$ cat src/rtl/flagcheck_pkg.sv
// Shared types and helpers for the flag-check sequencer.
// Holds the FSM state type, the default flag length and the index-width helper.
package flagcheck_pkg;

  localparam int FLAG_BYTES_DEF = 24;

  typedef enum logic [1:0] {
    IDLE  = 2'd0,
    RST   = 2'd1,
    FEED  = 2'd2,
    DRAIN = 2'd3
  } state_t;

  function automatic int idx_w(input int n);
    return (n < 2) ? 1 : $clog2(n);
  endfunction

endpackage

$ cat src/rtl/flagcheck_sequencer.sv
// Drives keygen/encoder/validator: resets the datapath, streams the flag,
// collects per-byte verdicts and reports pass/fail with the first bad index.
module flagcheck_sequencer
  import flagcheck_pkg::*;
#(
  parameter int FLAG_BYTES   = FLAG_BYTES_DEF,
  parameter int RESET_CYCLES = 2,
  parameter int TIMEOUT      = 64,
  localparam int IDXW        = idx_w(FLAG_BYTES)
) (
  input  logic                    clk,
  input  logic                    reset,
  input  logic                    start,
  input  logic [FLAG_BYTES*8-1:0] flag,
  output logic                    dp_reset,
  output logic [7:0]              dp_byte,
  output logic                    dp_valid,
  input  logic                    res_valid,
  input  logic                    res_ok,
  output logic                    busy,
  output logic                    done,
  output logic                    pass,
  output logic                    timeout,
  output logic [IDXW-1:0]         fail_idx
);

  localparam int NB = FLAG_BYTES * 8;
  localparam int CW = IDXW + 1;
  localparam int RW = $clog2(RESET_CYCLES + 1);
  localparam int TW = $clog2(TIMEOUT + 1);

  state_t          state;
  logic [NB-1:0]   sr;
  logic [IDXW-1:0] bcnt;
  logic [CW-1:0]   cnt;
  logic [CW-1:0]   cnt_nx;
  logic [RW-1:0]   rcnt;
  logic [TW-1:0]   tcnt;
  logic            failed;
  logic            fail_nx;
  logic            fail_hit;
  logic            acc;
  logic            collect;

  // Verdicts count only while streaming or draining, and never past the flag length.
  always_comb begin
    collect  = (state == FEED) || (state == DRAIN);
    acc      = collect && res_valid && (cnt < CW'(FLAG_BYTES));
    cnt_nx   = cnt + CW'(acc);
    fail_hit = acc && !res_ok && !failed;
    fail_nx  = failed | fail_hit;
  end

  always_ff @(posedge clk) begin
    if (reset) begin
      state    <= IDLE;
      sr       <= '0;
      bcnt     <= '0;
      cnt      <= '0;
      rcnt     <= '0;
      tcnt     <= '0;
      failed   <= 1'b0;
      dp_reset <= 1'b0;
      dp_byte  <= 8'h00;
      dp_valid <= 1'b0;
      busy     <= 1'b0;
      done     <= 1'b0;
      pass     <= 1'b0;
      timeout  <= 1'b0;
      fail_idx <= '0;
    end else begin
      done <= 1'b0;
      if (collect) begin
        cnt    <= cnt_nx;
        failed <= fail_nx;
        if (fail_hit) fail_idx <= cnt[IDXW-1:0];
      end
      unique case (state)
        IDLE: begin
          if (start) begin
            sr       <= flag;
            pass     <= 1'b0;
            timeout  <= 1'b0;
            fail_idx <= '0;
            cnt      <= '0;
            failed   <= 1'b0;
            rcnt     <= '0;
            dp_reset <= 1'b1;
            busy     <= 1'b1;
            state    <= RST;
          end
        end
        RST: begin
          if (rcnt == RW'(RESET_CYCLES - 1)) begin
            dp_reset <= 1'b0;
            dp_valid <= 1'b1;
            dp_byte  <= sr[NB-1 -: 8];
            sr       <= {sr[NB-9:0], 8'h00};
            bcnt     <= '0;
            state    <= FEED;
          end else begin
            rcnt <= rcnt + 1'b1;
          end
        end
        FEED: begin
          if (bcnt == IDXW'(FLAG_BYTES - 1)) begin
            dp_valid <= 1'b0;
            dp_byte  <= 8'h00;
            tcnt     <= '0;
            state    <= DRAIN;
          end else begin
            bcnt    <= bcnt + 1'b1;
            dp_byte <= sr[NB-1 -: 8];
            sr      <= {sr[NB-9:0], 8'h00};
          end
        end
        DRAIN: begin
          if (cnt_nx == CW'(FLAG_BYTES)) begin
            pass  <= !fail_nx;
            done  <= 1'b1;
            busy  <= 1'b0;
            state <= IDLE;
          end else if (tcnt == TW'(TIMEOUT - 1)) begin
            pass     <= 1'b0;
            timeout  <= 1'b1;
            fail_idx <= cnt_nx[IDXW-1:0];
            done     <= 1'b1;
            busy     <= 1'b0;
            state    <= IDLE;
          end else begin
            tcnt <= tcnt + 1'b1;
          end
        end
      endcase
    end
  end

endmodule

$ cat config.mk
export PLATFORM = sky130hd
export DESIGN_NAME = flagcheck_sequencer
export DESIGN_NICKNAME = d
export VERILOG_FILES = /design/src/rtl/flagcheck_pkg.sv /design/src/rtl/flagcheck_sequencer.sv
export SDC_FILE = /design/constraint.sdc
export NUM_CORES = 1
export LEC_CHECK = 0
export ABC_AREA = 0
export CORE_UTILIZATION = 55
export CTS_CLUSTER_DIAMETER = 120
export DETAILED_ROUTE_END_ITERATION = 16
export PLACE_DENSITY = 0.91
export SLEW_MARGIN = 0
export SYNTH_ARGS = -nofsm -noshare
export SYNTH_HDL_FRONTEND = slang
export SYNTH_SLANG_ARGS = --single-unit
export TNS_END_PERCENT = 50
$ cat constraint.sdc
create_clock -name clk -period 5 [get_ports clk]
set_input_delay 1 -clock clk [delete_from_list [all_inputs] [get_ports clk]]
set_output_delay 1 -clock clk [all_outputs]
set_load 0.02 [all_outputs]
==> metrics.yaml <==
status:
  status: "completed"
cells_and_area:
  drive_gt1_frac: 0.0498
  layout_common_cells: "234 x dfxtp_1, 214 x clkdlybuf4s50_1, 209 x nor2_1, 188 x mux2i_1, 185 x a211oi_1"
  final_common_cell: "dfxtp_1"
  syn_to_final_growth_pct: 28.0
  num-nets-final: 1475
  antenna_cells: 0
drt:
  final_antenna_net_count: 0
  post-route-drc-count: 0
  routed_wl_mm: 26.5
  wl_per_cell_um: 17.5
  via_per_inst: 5.73
  dr_total_vias: 8679
  dr.pass1.iters: 4
  drt-initial-drc-count: 421
power_and_ir_drop:
  p_leak_uw: 0.00505
  swShare: 0.399
  finalPower_uw: 8830
  power_frac_seq: 0.324
  p_int_uw: 5310
  net-switching-power_uw: 3520
  combPwrFrac: 0.479
  p_clk_frac: 0.197
  power.density_nw_per_um2: 662
  irDropWorstVdd_v: 0.000622
synthesis:
  ys_types: 56
  synth_area_um2: 10400
  synth_nets: 1322
  synthArstFlopShare: 0
  ys_seq_area_frac: 0.450
  ys_warn_count: 0
  ys.flop_type: "dfxtp_1"
  yosysTopAreaCell: "dfxtp_1"
  ys_ff_latch: 234
  syn-instance-count: 1116
  synth_edf_count: 0
  synth_top_area_frac: 0.450
  synth_area_leaders: "dfxtp_1 45%, mux2i_1 18%, a211oi_1 13%, nor2_1 7.5%, buf_2 2.1%"
  syn_avg_cell_area_um2: 9.34
worst_setup_path:
  worstPathArrival_ns: 3.85
  startpoint_type: "flip-flop"
  critPathMaxFanout: 15
  rr_worst_depth: 12
  rrSetupSlack_ns: 1.60
  critPathRequiredTime_ns: 5.45
  r2r-end: "tcnt[5]"
  r2r-start: "state[1]"
  crit_type: "reg2reg"
  end_kind: "flip-flop"
grt:
  grt_util_all_layers: 0.264
  grt_pass1_wl_mm: 41.9
  grt-ovfl-total: 0
  grt_max_degree: 196
  antenna_found_initial: 0
  grt_pass1_vias: 8292
floorplanning:
  dieHeight_um: 140
  core_area_um2: 18300
  start_util: 0.570
  row_count: 49
  dieArea_um2: 19500
  die_w_um: 140
  ios: 216
clock_tree:
  worstSkewPairLatency_ns: 0.52
  root_buffer: "clkbuf_16"
  cts_hold_buf: 0
  ctsLongestPathBuffers: 3
  cts_tree: "done"
  cts_resized: 0
  cts.clk_slew.worst_paths_ns: 0.06
  cts_buffers: 25
  cts_sinks: 234
  htree_levels: 1
  postCtsSetupBuffers: 0
run:
  maxCapViolations: 0
place:
  gp_congestion: 0.816
  buffer_ports.inserted: 215
  place_hpwl_mm: 17.6
timing:
  setup_viol: 0
  rsz0062_at_grt: "no"
  hold_viol: 0
  post-route-period-util: 0.681
  fin_skew_ns: 0.0185
  fmax_mhz: 294
  tightest_slew_ns: 1.09
  slew_violations: 0
  period_needed_ns: 3.40
  max_slew_margin: 0.271
  finalSetupTns_ns: 0
worst_hold_path:
  hp-start: "dp_byte[0]"
  hold_depth: 2
  hp-class: "reg2reg"
  whs_endpoint: "dp_byte[0]"
## per-layer routing
| layer | GRT usage | vias to the layer above | wire length, um |
|---|---|---|---|
| met4 | 0.0925 | 0 | 763 |
| met5 | 0 | - | 0 |
| met3 | 0.0637 | 50 | 1800 |
| li1 | - | 4370 | - |
| met2 | 0.445 | 250 | 12600 |
| met1 | 0.330 | 4009 | 11300 |
## worst max-delay path: stages, from the launching register on
cell and delay, ns:
dfxtp_1 0.38, ha_1 0.57, o2111ai_1 0.28, inv_1 0.11, ha_1 0.19, ha_1 0.26, nand3_1 0.14, or2_1 0.27
a211oi_2 0.19, buf_4 0.24, o21ai_1 0.14, a311oi_1 0.42, a41o_1 0.13
## logic make-up after synthesis
group | synth area share
buffers and inverters | 0.0459
AO/OA/AOI/OAI | 0.179
AND/OR/NAND/NOR | 0.127
XOR/XNOR | 0.00672
multiplexers | 0.181
flip-flops | 0.450
adder cells (fa/ha/maj) | 0.0108
## Yosys cell counts, drive strengths merged (2+ instances only)
library cell  count
dfxtp           234
nor2            209
mux2i           188
a211oi          186
buf              54
clkbuf           43
a21oi            36
nand2            30
nand3            16
o21ai            16
inv              13
nor3             11
ha                9
nand3b            8
nand2b            6
xor2              5
a21o              4
nand4             4
or3               4
and2              3
nor2b             3
o22ai             3
or2               3
xnor2             3
nor3b             2
o211ai            2
o31a              2
o31ai             2
o32ai             2
## flip-flops by register name, summed over array words and instances, names as in the netlist
register	flops
bcnt	5
busy	1
cnt	6
done	1
dp_byte	8
dp_reset	1
dp_valid	1
fail_idx	5
failed	1
pass	1
rcnt	2
sr	192
state	2
tcnt	7
timeout	1
## worst max-delay path by stage
stage / slack [ns] / end / cells after the start / startpoint
final: 1.60 / tcnt[5] / 12 / state[1]
after global routing: 1.29 / tcnt[5] / 12 / state[1]
after CTS: 1.68 / tcnt[5] / 12 / state[1]
after detailed placement: 1.27 / tcnt[5] / 12 / res_valid
after global placement: 1.37 / fail_idx[2] / 12 / res_valid
after floorplan: 2.06 / fail_idx[2] / 10 / res_valid
## per-stage QoR
stage	setup slack [ns]	area, um^2	cells	hold slack (ns)	util
finish	1.60	13300	1515	0.452	0.730
global route	1.29	13300	1515	0.466	0.730
CTS	1.68	13300	1515	0.455	0.730
detailed placement	1.27	12600	1471	0.446	0.687
global placement	1.37	12600	1471	0.439	0.687
floorplan	2.06	10400	1116	0.432	-
## power groups by stage
stage	combinational (uW)	clock [uW]	sequential, uW
final	4230	1740	2860
after global routing	4620	1850	2920
after CTS	4240	1770	2860
after detailed placement	4190	0	2890
after global placement	4060	0	2860
after floorplan	3380	0	2800
## cell type report
type,instances,area [um^2]
repair buffers,223,2260
well taps,229,287
clock inverters,11,61.3
fillers,1325,4930
clock buffers,33,716
inverters,13,48.8
multi-input cells,772,5280
flip-flops and latches,234,4680
Power figures use the tool's default switching activity.
